### config.mk
export PLATFORM = sky130hd
export DESIGN_NAME = pipe_sum_tree_acc
export DESIGN_NICKNAME = d
export VERILOG_FILES = /design/src/rtl/pipe_sum_tree_acc_pkg.sv /design/src/rtl/pipe_sum_tree_acc_sum_tree_level.sv /design/src/rtl/pipe_sum_tree_acc.sv
export SDC_FILE = /design/constraint.sdc
export NUM_CORES = 1
export LEC_CHECK = 0
export BUFFER_PORTS_ARGS = -buffer_cell sky130_fd_sc_hd__buf_4
export CAP_MARGIN = 15
export CELL_PAD_IN_SITES_DETAIL_PLACEMENT = 1
export CELL_PAD_IN_SITES_GLOBAL_PLACEMENT = 1
export CORE_ASPECT_RATIO = 1.2
export CORE_MARGIN = 2
export CORE_UTILIZATION = 49
export DETAILED_ROUTE_END_ITERATION = 10
export PLACE_DENSITY = 0.85
export SLEW_MARGIN = 10
export SYNTH_ARGS = -nofsm -noshare
export SYNTH_HDL_FRONTEND = slang
export SYNTH_HIERARCHICAL = 1
export SYNTH_SLANG_ARGS = --single-unit
### constraint.sdc
create_clock -name clk -period 27.2 [get_ports clk]
set_clock_uncertainty 0.2 [all_clocks]
set_input_delay 2.72 -clock clk [delete_from_list [all_inputs] [get_ports clk]]
set_output_delay 2.72 -clock clk [all_outputs]
set_load 0.1 [all_outputs]
### src/rtl/pipe_sum_tree_acc_pkg.sv
// Shared definitions for the pipelined sum-tree accumulator: width helpers and the
// output clamp used when the SUM_TREE_SAT_EN build option is enabled.
package pipe_sum_tree_acc_pkg;

  localparam int WORD_LEN_DEFAULT = 32;
  localparam int SAT_MAX_W        = 128;

  typedef struct packed {
    logic [SAT_MAX_W-1:0] value;
    logic                 sat;
  } sat_result_t;

  function automatic int clog2(input int n);
    int r;
    r = 0;
    for (int i = 0; i < 31; i++) begin
      if ((1 << i) < n) r = i + 1;
    end
    return r;
  endfunction

  // Tree growth plus guard bits, so many tree sums can accumulate before wrapping.
  function automatic int acc_width(input int word_len, input int lanes, input int guard);
    return word_len + clog2(lanes) + guard;
  endfunction

  function automatic sat_result_t saturate(input logic signed [SAT_MAX_W-1:0] value,
                                           input int word_len);
    logic signed [SAT_MAX_W-1:0] max_v;
    logic signed [SAT_MAX_W-1:0] min_v;
    sat_result_t                 res;
    max_v     = (SAT_MAX_W'(1) << (word_len - 1)) - SAT_MAX_W'(1);
    min_v     = ~max_v;
    res.value = value;
    res.sat   = 1'b0;
    if (value > max_v) begin
      res.value = max_v;
      res.sat   = 1'b1;
    end else if (value < min_v) begin
      res.value = min_v;
      res.sat   = 1'b1;
    end
    return res;
  endfunction

endpackage

### src/rtl/pipe_sum_tree_acc_sum_tree_level.sv
// One registered level of the reduction tree: adds adjacent lane pairs losslessly
// (one bit of growth) and carries the beat's valid/last flags alongside.
module sum_tree_level #(
  parameter int IN_W  = 32,
  parameter int PAIRS = 4
) (
  input  logic                      clk,
  input  logic                      rst,
  input  logic                      in_valid,
  input  logic                      in_last,
  input  logic [2*PAIRS*IN_W-1:0]   in_data,
  output logic                      out_valid,
  output logic                      out_last,
  output logic [PAIRS*(IN_W+1)-1:0] out_data
);

  logic [PAIRS*(IN_W+1)-1:0] sums;

  always_comb begin
    logic [IN_W-1:0] a;
    logic [IN_W-1:0] b;
    sums = '0;
    for (int p = 0; p < PAIRS; p++) begin
      a = in_data[(2*p)*IN_W +: IN_W];
      b = in_data[(2*p+1)*IN_W +: IN_W];
      sums[p*(IN_W+1) +: IN_W+1] = {a[IN_W-1], a} + {b[IN_W-1], b};
    end
  end

  always_ff @(posedge clk or posedge rst) begin
    if (rst) begin
      out_valid <= 1'b0;
      out_last  <= 1'b0;
      out_data  <= '0;
    end else begin
      out_valid <= in_valid;
      out_last  <= in_last;
      out_data  <= sums;
    end
  end

endmodule

### src/rtl/pipe_sum_tree_acc.sv
// Pipelined dot-product reduction: input register, registered adder tree, vector accumulator.
// Build option SUM_TREE_SAT_EN clamps the scaled result to WORD_LEN instead of wrapping.
module pipe_sum_tree_acc
  import pipe_sum_tree_acc_pkg::*;
#(
  parameter int WORD_LEN  = WORD_LEN_DEFAULT,
  parameter int LANES     = 8,
  parameter int ACC_GUARD = 8,
  parameter int OUT_SHIFT = 0
) (
  input  logic                      clk,
  input  logic                      rst,
  input  logic                      in_valid,
  input  logic                      in_last,
  input  logic [LANES*WORD_LEN-1:0] in_data,
  output logic                      out_valid,
  output logic [WORD_LEN-1:0]       out_data,
  output logic                      out_sat
);

  localparam int LEVELS = clog2(LANES);
  localparam int ACC_W  = acc_width(WORD_LEN, LANES, ACC_GUARD);
  localparam int TREE_W = WORD_LEN + LEVELS;

  logic                      in_valid_q;
  logic                      in_last_q;
  logic [LANES*WORD_LEN-1:0] in_data_q;
  logic [LEVELS:0]           lvl_valid;
  logic [LEVELS:0]           lvl_last;

  // Input register gives the tree a clean launch point; it is one of the LEVELS+1 latency stages.
  always_ff @(posedge clk or posedge rst) begin
    if (rst) begin
      in_valid_q <= 1'b0;
      in_last_q  <= 1'b0;
      in_data_q  <= '0;
    end else begin
      in_valid_q <= in_valid;
      in_last_q  <= in_last;
      in_data_q  <= in_data;
    end
  end

  assign lvl_valid[0] = in_valid_q;
  assign lvl_last[0]  = in_last_q;

  for (genvar k = 0; k < LEVELS; k++) begin : g_level
    localparam int IN_W  = WORD_LEN + k;
    localparam int PAIRS = LANES >> (k + 1);

    logic [2*PAIRS*IN_W-1:0]   stage_in;
    logic [PAIRS*(IN_W+1)-1:0] stage_out;

    if (k == 0) begin : g_first
      assign stage_in = in_data_q;
    end else begin : g_next
      assign stage_in = g_level[k-1].stage_out;
    end

    sum_tree_level #(
      .IN_W  (IN_W),
      .PAIRS (PAIRS)
    ) u_level (
      .clk       (clk),
      .rst       (rst),
      .in_valid  (lvl_valid[k]),
      .in_last   (lvl_last[k]),
      .in_data   (stage_in),
      .out_valid (lvl_valid[k+1]),
      .out_last  (lvl_last[k+1]),
      .out_data  (stage_out)
    );
  end

  logic [TREE_W-1:0]       tree_sum;
  logic signed [ACC_W-1:0] sum_ext;
  logic signed [ACC_W-1:0] acc;
  logic signed [ACC_W-1:0] acc_next;
  logic signed [ACC_W-1:0] shifted;
  logic                    first;
  logic [WORD_LEN-1:0]     narrow;
  logic                    narrow_sat;

  assign tree_sum = g_level[LEVELS-1].stage_out;

  // Accumulator wraps modulo 2^ACC_W by construction; shift is a floor (arithmetic) rescale.
  always_comb begin
    sum_ext  = {{(ACC_W-TREE_W){tree_sum[TREE_W-1]}}, tree_sum};
    acc_next = first ? sum_ext : acc + sum_ext;
    shifted  = acc_next >>> OUT_SHIFT;
  end

`ifdef SUM_TREE_SAT_EN
  sat_result_t sat_res;

  always_comb begin
    sat_res    = saturate({{(SAT_MAX_W-ACC_W){shifted[ACC_W-1]}}, shifted}, WORD_LEN);
    narrow     = sat_res.value[WORD_LEN-1:0];
    narrow_sat = sat_res.sat;
  end
`else
  always_comb begin
    narrow     = shifted[WORD_LEN-1:0];
    narrow_sat = 1'b0;
  end
`endif

  always_ff @(posedge clk or posedge rst) begin
    if (rst) begin
      acc       <= '0;
      first     <= 1'b1;
      out_valid <= 1'b0;
      out_data  <= '0;
    end else begin
      out_valid <= 1'b0;
      if (lvl_valid[LEVELS]) begin
        acc   <= acc_next;
        first <= lvl_last[LEVELS];
        if (lvl_last[LEVELS]) begin
          out_valid <= 1'b1;
          out_data  <= narrow;
        end
      end
    end
  end

`ifdef SUM_TREE_SAT_EN
  always_ff @(posedge clk or posedge rst) begin
    if (rst) begin
      out_sat <= 1'b0;
    end else if (lvl_valid[LEVELS] && lvl_last[LEVELS]) begin
      out_sat <= narrow_sat;
    end
  end
`else
  assign out_sat = narrow_sat;
`endif

endmodule

Yosys cells after proc, flatten, opt, wreduce, memory -nomap -nowiden
Index checks and enable logic that the tools add are counted.
{"block": "totals", "output_inout_bits": 34, "wordCells": 28, "ff_bits": 576}
{"block": "classes", "muxes": 3, "reduce_logical": 1, "n_addsub": 8}
{"op": "adder 32 x 32 -> 33 bit", "count": 4}
{"op": "adder 33 x 33 -> 34 bit", "count": 2}
{"op": "adder 43 x 35 -> 43 bit", "count": 1}
{"op": "2-to-1 mux 43 bit", "count": 1}
{"op": "adder 34 x 34 -> 35 bit", "count": 1}
{"op": "2-to-1 mux 1 bit", "count": 2}
{"op": "AND reduction 2 bit", "count": 1}

Longest topological paths before layout
Gate-level depths: netlist of run 1.
{"block": "depth", "ltp_word": 2, "ltp_mapped": 11, "mapped_depth_nobuf": 11}

Modules after synthesis
The synthesis of run 1 kept the hierarchy.
{"mod": "pipe_sum_tree_acc", "instances": 1, "cells_per_inst": 755, "seq_area_each_um2": 8109.0, "area_each_um2": 10769.1}
{"mod": "sum_tree_level at g_level[0].u_level", "instances": 1, "cells_per_inst": 968, "seq_area_each_um2": 3353.2, "area_each_um2": 9415.3}
{"mod": "sum_tree_level at g_level[1].u_level", "instances": 1, "cells_per_inst": 563, "seq_area_each_um2": 1751.7, "area_each_um2": 5207.5}
{"mod": "sum_tree_level at g_level[2].u_level", "instances": 1, "cells_per_inst": 276, "seq_area_each_um2": 925.9, "area_each_um2": 2748.9}

Worst setup path after synthesis of run 1
OpenSTA, ideal clock, no wires.
{"block": "synth_timing", "path_type": "reg2out", "start": "register out_data[31] (netlist name)", "end": "output out_data[31]", "stages_incl_launch_ff": 1, "required_time_ns": 24.280, "t_arrival_ns": 0.898, "n_path_buf": 0, "slack_ns": 23.382, "path_cell_list": "dfrtp_1"}
{"item": "to (decl)", "line_no": "pipe_sum_tree_acc.sv:17", "rtl": "output logic [WORD_LEN-1:0] out_data,"}

==> results.md, run 1 <==
- Final setup TNS: 0 ns
- Detailed Route WL: 75.2 mm
- Commonest cells after routing, fill and taps aside: 552 x dfrtp_1, 301 x buf_4, 260 x a21oi_1
- Peak per-stage delay on the critical path: 0.89 ns
- Width of the die: 220 µm
- Crit-path cells: buf_4 > inv_8 > buf_4 > buf_4
- Pwr/cell area: 115 mW/mm²
- Endpoint of the lowest-slack register-to-register path: g_level[0].u_level/out_data[63]
- Lkg Pwr: between 15 and 20 nW
- Post-route cell area: roughly 0.032 mm²
- Ys Warns: 6
- Root buffer cell: clkbuf_16
- Area of the multi-input gates: 0.0131 mm²
- Tightest hold margin: 0.152 ns
- Hold-fix buffers, CTS: 0
- Number of routed nets with antenna violations: 0
- Clock tree from TritonCTS: yes
- Final Util: between 50 and 60%
- Total of fill cells in the finished design: approximately 5800
- Hold Violations, Final: 0
- Final cell count without fillers: between 3000 and 4000
- Global route overflow: 0
- Post CTS Setup Buffer Count: 0
- Per-cell routed wire length: approximately 21 µm
- Reg2reg start: g_level[0].stage_in[64]
- Synthesized area per cell: 11.1 µm²
- Number of buffers between clock root and the deepest sink: 3
- Ports: a little under 300
- Inserted Clock Buffers: 58
- Nets in the synthesized netlist: 2996
- Number of cells on the worst reg-to-reg path: 11
- Cell count of the worst hold path: 0
- Signal arrival time at the worst endpoint: 5.17 ns
- Worst endpoint required time: 27.59 ns
- Antenna violations before repair: 1
- Reg clk slew, reported paths: 0.06 ns
- Sinks on the clock net: 554
- Ratio of routed vias to standard cells: just under 6
- Transition time of the tightest slew-check pin: 1.02 ns
- Number of cells after detailed placement: 3451
- Dpl ws: roughly 22 ns
- Cell area after placement: 0.0303 mm²
- Weighted congestion reported at the end of routability-driven placement: 0.877
- Area Overhead vs Synth: 18.2%
- Reg-to-reg slack, setup: ~23 ns
- Portion of the clock cycle consumed by the worst path in the final layout: between 15 and 20%
- Vias post-DR: roughly 21000
- Maximum level of the CTS H-tree: 2
- DRC violations left: 0
- Gate count of the mapped netlist: 2473
- Start point of the worst hold path: g_level[1].u_level/out_last
- Tightest Hold Check Type: reg -> reg
- Setup crit end kind: async pin
- Overall fraction of global-route tracks in use: 26.4%
- Worst skew pair latency: 0.62 ns
- CP startpoint kind: input port
- Drt first pass iters: 5
- Crit-path most repeated cell: buf_4
- Starting utilization of the core area: 49.7%
- Smallest setup slack after layout: about 22 ns
- First-iteration detailed-routing DRC count: between 1000 and 1500
- Post-synth design cell area: 0.0274 mm²
- Run status: finished, final reports clean
- Total power consumption of the routed design: 3.71 mW
- Gates resized, CTS repair: 0
- CP max FO: around 100
- First-pass GRT wire length: 122 mm
- Unrepaired setup endpoints after global routing: false
- Max-cap violations: 0
- WHS Endpoint: g_level[2].u_level/out_last
- Final setup violation count: 0
- Largest net degree at the start of global routing: 105
- Placeable core region: 0.0550 mm²
- I/O Buffers: roughly 290
- Row count: 94
- Via count of the first global-routing pass: around 23000
- Area enclosed by the die boundary: 0.0578 mm²
- Slowest cell on the critical path: buf_4
- Number of nets in the finished design: ~3300
- Final HPWL DP: between 50 and 60 mm
- Fmax achieved: 0.209 GHz
- Most common cell after layout, fill and taps aside: dfrtp_1
- Worst relative slew slack: about 32%
- Layout cells sized above 1: 15.7%
- Highest ir drop seen on vdd: 0.115 mV
- Area occupied by registers: 0.0139 mm²
- Number of pins exceeding their max-slew limit in the final report: 0
- Crit path kind: in -> async
- DIE HEIGHT: ~260 µm
- Fin crit period: about 4.8 ns
power breakdown:
group	switching, mW	internal [mW]	total [mW]
combinational	1.09	0.676	1.77
clock	0.330	0.490	0.820
sequential	0.108	1.02	1.13
worst max-delay path: cells and delay by family:
family,cells,cell delay [ns]
buf+inv,4,2.32
worst max-delay path by stage:
stage                     startpoint                       end  slack (ns)  cells after the start
after floorplan                  rst                    acc[0]       15.31                      1
after global placement           rst  g_level[0].stage_in[156]       21.89                      4
after detailed placement         rst  g_level[0].stage_in[157]       21.65                      4
after CTS                        rst  g_level[0].stage_in[156]       22.30                      4
after global routing             rst  g_level[0].stage_in[254]       22.01                      4
final                            rst  g_level[0].stage_in[189]       22.42                      4
flip-flops by register name (all words and copies together), names as in the netlist:
| register | flops |
|---|---|
| acc | 32 |
| first | 1 |
| g_level.stage_in | 256 |
| g_level.u_level/out_data | 224 |
| g_level.u_level/out_last | 3 |
| g_level.u_level/out_valid | 3 |
| in_last_q | 1 |
| in_valid_q | 1 |
| out_data | 32 |
| out_valid | 1 |
per-layer routing:
metal / vias up / global-route usage [%] / routed length, µm
li1: 9543 / - / -
met1: 10400 / 30.0 / 28800
met2: 433 / 49.6 / 41000
met3: 176 / 3.17 / 2410
met4: 0 / 10.6 / 2950
met5: - / 0 / 0
final cells by class:
cell class / count / share of cell area [%]
sequential: 554 / 42.9
inverter: 62 / 0.751
clock buffer: 80 / 5.24
multi-input combinational: 1814 / 40.5
timing repair buffer: 301 / 6.99
clock inverter: 21 / 0.886
tap: 720 / 2.79
antenna: 1 / 0.00774
(Power assumes the default switching activity.)
==> inputs of run 2 (changes only) <==
--- a/config.mk
+++ b/config.mk
@@ -11,9 +11,9 @@
 export CELL_PAD_IN_SITES_GLOBAL_PLACEMENT = 1
 export CORE_ASPECT_RATIO = 1.2
 export CORE_MARGIN = 2
-export CORE_UTILIZATION = 49
+export CORE_UTILIZATION = 47
 export DETAILED_ROUTE_END_ITERATION = 10
-export PLACE_DENSITY = 0.85
+export PLACE_DENSITY = 0.82
 export SLEW_MARGIN = 10
 export SYNTH_ARGS = -nofsm -noshare
 export SYNTH_HDL_FRONTEND = slang
==> constraint.sdc (replaced) <==
create_clock -name clk -period 4.6 [get_ports clk]
set_clock_uncertainty 0.2 [all_clocks]
set_input_delay 0.46 -clock clk [delete_from_list [all_inputs] [get_ports clk]]
set_output_delay 0.46 -clock clk [all_outputs]
set_load 0.1 [all_outputs]
==> results.md, run 2 (synthesis results as in run 1) <==
- Clock tree from TritonCTS: yes
- Final setup violation count: 0 (unchanged)
- Hold Violations, Final: 0 (unchanged)
- Max-cap violations: 0 (unchanged)
- Row count: 96 (+2.1%)
- Placeable core region: 0.0574 mm² (+4.3%)
- Detailed Route WL: 94.5 mm (+26%)
- Layout cells sized above 1: 14.7% (-1.0 points)
- Ports: 294 (unchanged)
- Cell area after placement: 0.0305 mm² (+0.44%)
- Ratio of routed vias to standard cells: 5.84 (+1.2%)
- Post-route cell area: 0.0352 mm² (+8.9%)
- Most common cell after layout, fill and taps aside: dfrtp_1
- Transition time of the tightest slew-check pin: 0.942 ns (-0.0743 ns)
- Via count of the first global-routing pass: 25600 (+10%)
- Number of buffers between clock root and the deepest sink: 3 (unchanged)
- Reg clk slew, reported paths: 0.06 ns (about the same)
- Cell count of the worst hold path: 0 (unchanged)
- Unrepaired setup endpoints after global routing: false
- DIE HEIGHT: 268 µm (+2.1%)
- Reg2reg start: g_level[0].stage_in[64]
- Per-cell routed wire length: 24.6 µm (+16%)
- Setup crit end kind: flop
- Worst skew pair latency: 0.65 ns (+0.03 ns)
- Starting utilization of the core area: 47.7% (-2.1 points)
- Area Overhead vs Synth: 28.6%
- Endpoint of the lowest-slack register-to-register path: g_level[0].u_level/out_data[63]
- Total power consumption of the routed design: 22.9 mW (+520%)
- Highest ir drop seen on vdd: 0.390 mV (+240%)
- Inserted Clock Buffers: 58 (unchanged)
- Antenna violations before repair: 5 (+4)
- Final HPWL DP: 55.9 mm (+1.5%)
- Worst relative slew slack: 37.2% (+5.0 points)
- Lkg Pwr: 16.5 nW (+7.8%)
- Number of pins exceeding their max-slew limit in the final report: 0 (unchanged)
- Global route overflow: 0 (unchanged)
- Crit path kind: reg -> reg
- Fin crit period: 3.87 ns
- Fmax achieved: between 0.2 and 0.3 GHz
- WHS Endpoint: g_level[2].u_level/out_valid
- CP startpoint kind: flop
- Overall fraction of global-route tracks in use: 31.5% (+5.0 points)
- Worst endpoint required time: 4.89 ns (-22.70 ns)
- Gates resized, CTS repair: 0 (unchanged)
- Commonest cells after routing, fill and taps aside: 552 x dfrtp_1, 303 x buf_4, 260 x a21oi_1
- Run status: finished, final reports clean
- Area enclosed by the die boundary: 0.0602 mm² (+4.2%)
- Number of routed nets with antenna violations: 0 (unchanged)
- First-pass GRT wire length: 145 mm (+19%)
- Drt first pass iters: 5 (unchanged)
- Portion of the clock cycle consumed by the worst path in the final layout: 84.1%
- Sinks on the clock net: 554 (unchanged)
- I/O Buffers: 292 (unchanged)
- CP max FO: 4 (-96%)
- DRC violations left: 0 (unchanged)
- Maximum level of the CTS H-tree: 2 (unchanged)
- Width of the die: 224 µm (+2.1%)
- Root buffer cell: clkbuf_16
- Reg-to-reg slack, setup: 0.73 ns (-22.56 ns)
- Number of cells on the worst reg-to-reg path: 11 (unchanged)
- Tightest Hold Check Type: reg -> reg
- First-iteration detailed-routing DRC count: 1363 (+31%)
- Pwr/cell area: 651 mW/mm² (+470%)
- Vias post-DR: 22400 (+9.4%)
- Weighted congestion reported at the end of routability-driven placement: 0.881 (+0.43%)
- Signal arrival time at the worst endpoint: 4.16 ns (-1.01 ns)
- Flip-flop count of the largest register after layout: 256 (unchanged)
- Largest net degree at the start of global routing: 95 (-9.5%)
- Start point of the worst hold path: g_level[1].u_level/out_valid
- Number of nets in the finished design: 3580 (+8.0%)
==> run 2: changes by cell type in the layout (fill, tap and decap cells not counted) <==
cell / before / now
dlygate4sd3_1: 0 / 259
buf_12: 0 / 5
diode_2: 1 / 6
inv_4: 1 / 0
clkinv_2: 6 / 8
clkinv_4: 2 / 4
bufinv_16: 6 / 12
inv_8: 2 / 0
clkbuf_8: 14 / 11
clkinvlp_4: 4 / 3
buf_4: 301 / 303
==> run 2: timing repair <==
item | CTS | global route
buffers inserted | 0 | 0
endpoints found under the hold margin | 420 | 0
setup endpoints to repair | 0 | 0
hold buffers | 259 | 0
==> run 2: final cells by class <==
type / instances / area [µm²]
fillers: 5953 / 22200
diodes: 6 / 15.0
clock inverters: 27 / 459
flip-flops and latches: 554 / 13900
multi-input cells: 1814 / 13100
repair buffers: 567 / 4970
inverters: 62 / 241
well taps: 735 / 920
clock buffers: 77 / 1650
==> run 2: how the worst max path moves through the flow <==
stage / start / end / slack, ns
finish: g_level[0].stage_in[64] / g_level[0].u_level/out_data[63] / 0.73
detailed placement: g_level[0].stage_in[64] / g_level[0].u_level/out_data[63] / 0.90
global route: g_level[0].stage_in[64] / g_level[0].u_level/out_data[63] / 0.60
global placement: g_level[0].stage_in[64] / g_level[0].u_level/out_data[63] / 1.02
CTS: g_level[0].stage_in[64] / g_level[0].u_level/out_data[63] / 0.85
floorplan: rst / acc[0] / -0.38
==> run 2: metal layers <==
layer  global-route usage [%]  share of wire, %  vias to the layer above
li1                         -                 -                    10100
met1                     32.3                35                    11200
met2                     57.8                53                      754
met3                     4.06               3.3                      387
met4                     25.3               8.8                        0
met5                        0                 0                        -
==> run 2: report_power, final <==
group | switching (mW) | leakage, nW | internal [mW]
sequential | 0.682 | 6.46 | 6.02
clock | 2.15 | 1.04 | 3.19
combinational | 6.73 | 9.01 | 4.16
total | 9.56 | 16.5 | 13.4
==> run 2: per-stage QoR <==
step	util, %	cells	setup TNS, ns	setup WS [ns]	hold WS [ns]
after global placement	53.1	3473	0	1.02	0.139
final	61.3	3842	0	0.730	0.147
after CTS	61.3	3836	0	0.850	0.155
after global routing	61.3	3841	0	0.597	0.158
after detailed placement	53.1	3473	0	0.895	0.135
after floorplan	-	2473	-123.36	-0.382	0.131
==> run 2: worst max-delay path: stages (launching register included) <==
cell and delay (ns):
dfrtp_1 0.37, ha_1 0.25, fa_1 0.45, a211oi_1 0.38
o211ai_1 0.21, a41oi_1 0.56, nor3_1 0.14, a211oi_2 0.41
o221ai_1 0.18, a21oi_1 0.26, o211ai_1 0.17, xor2_1 0.18
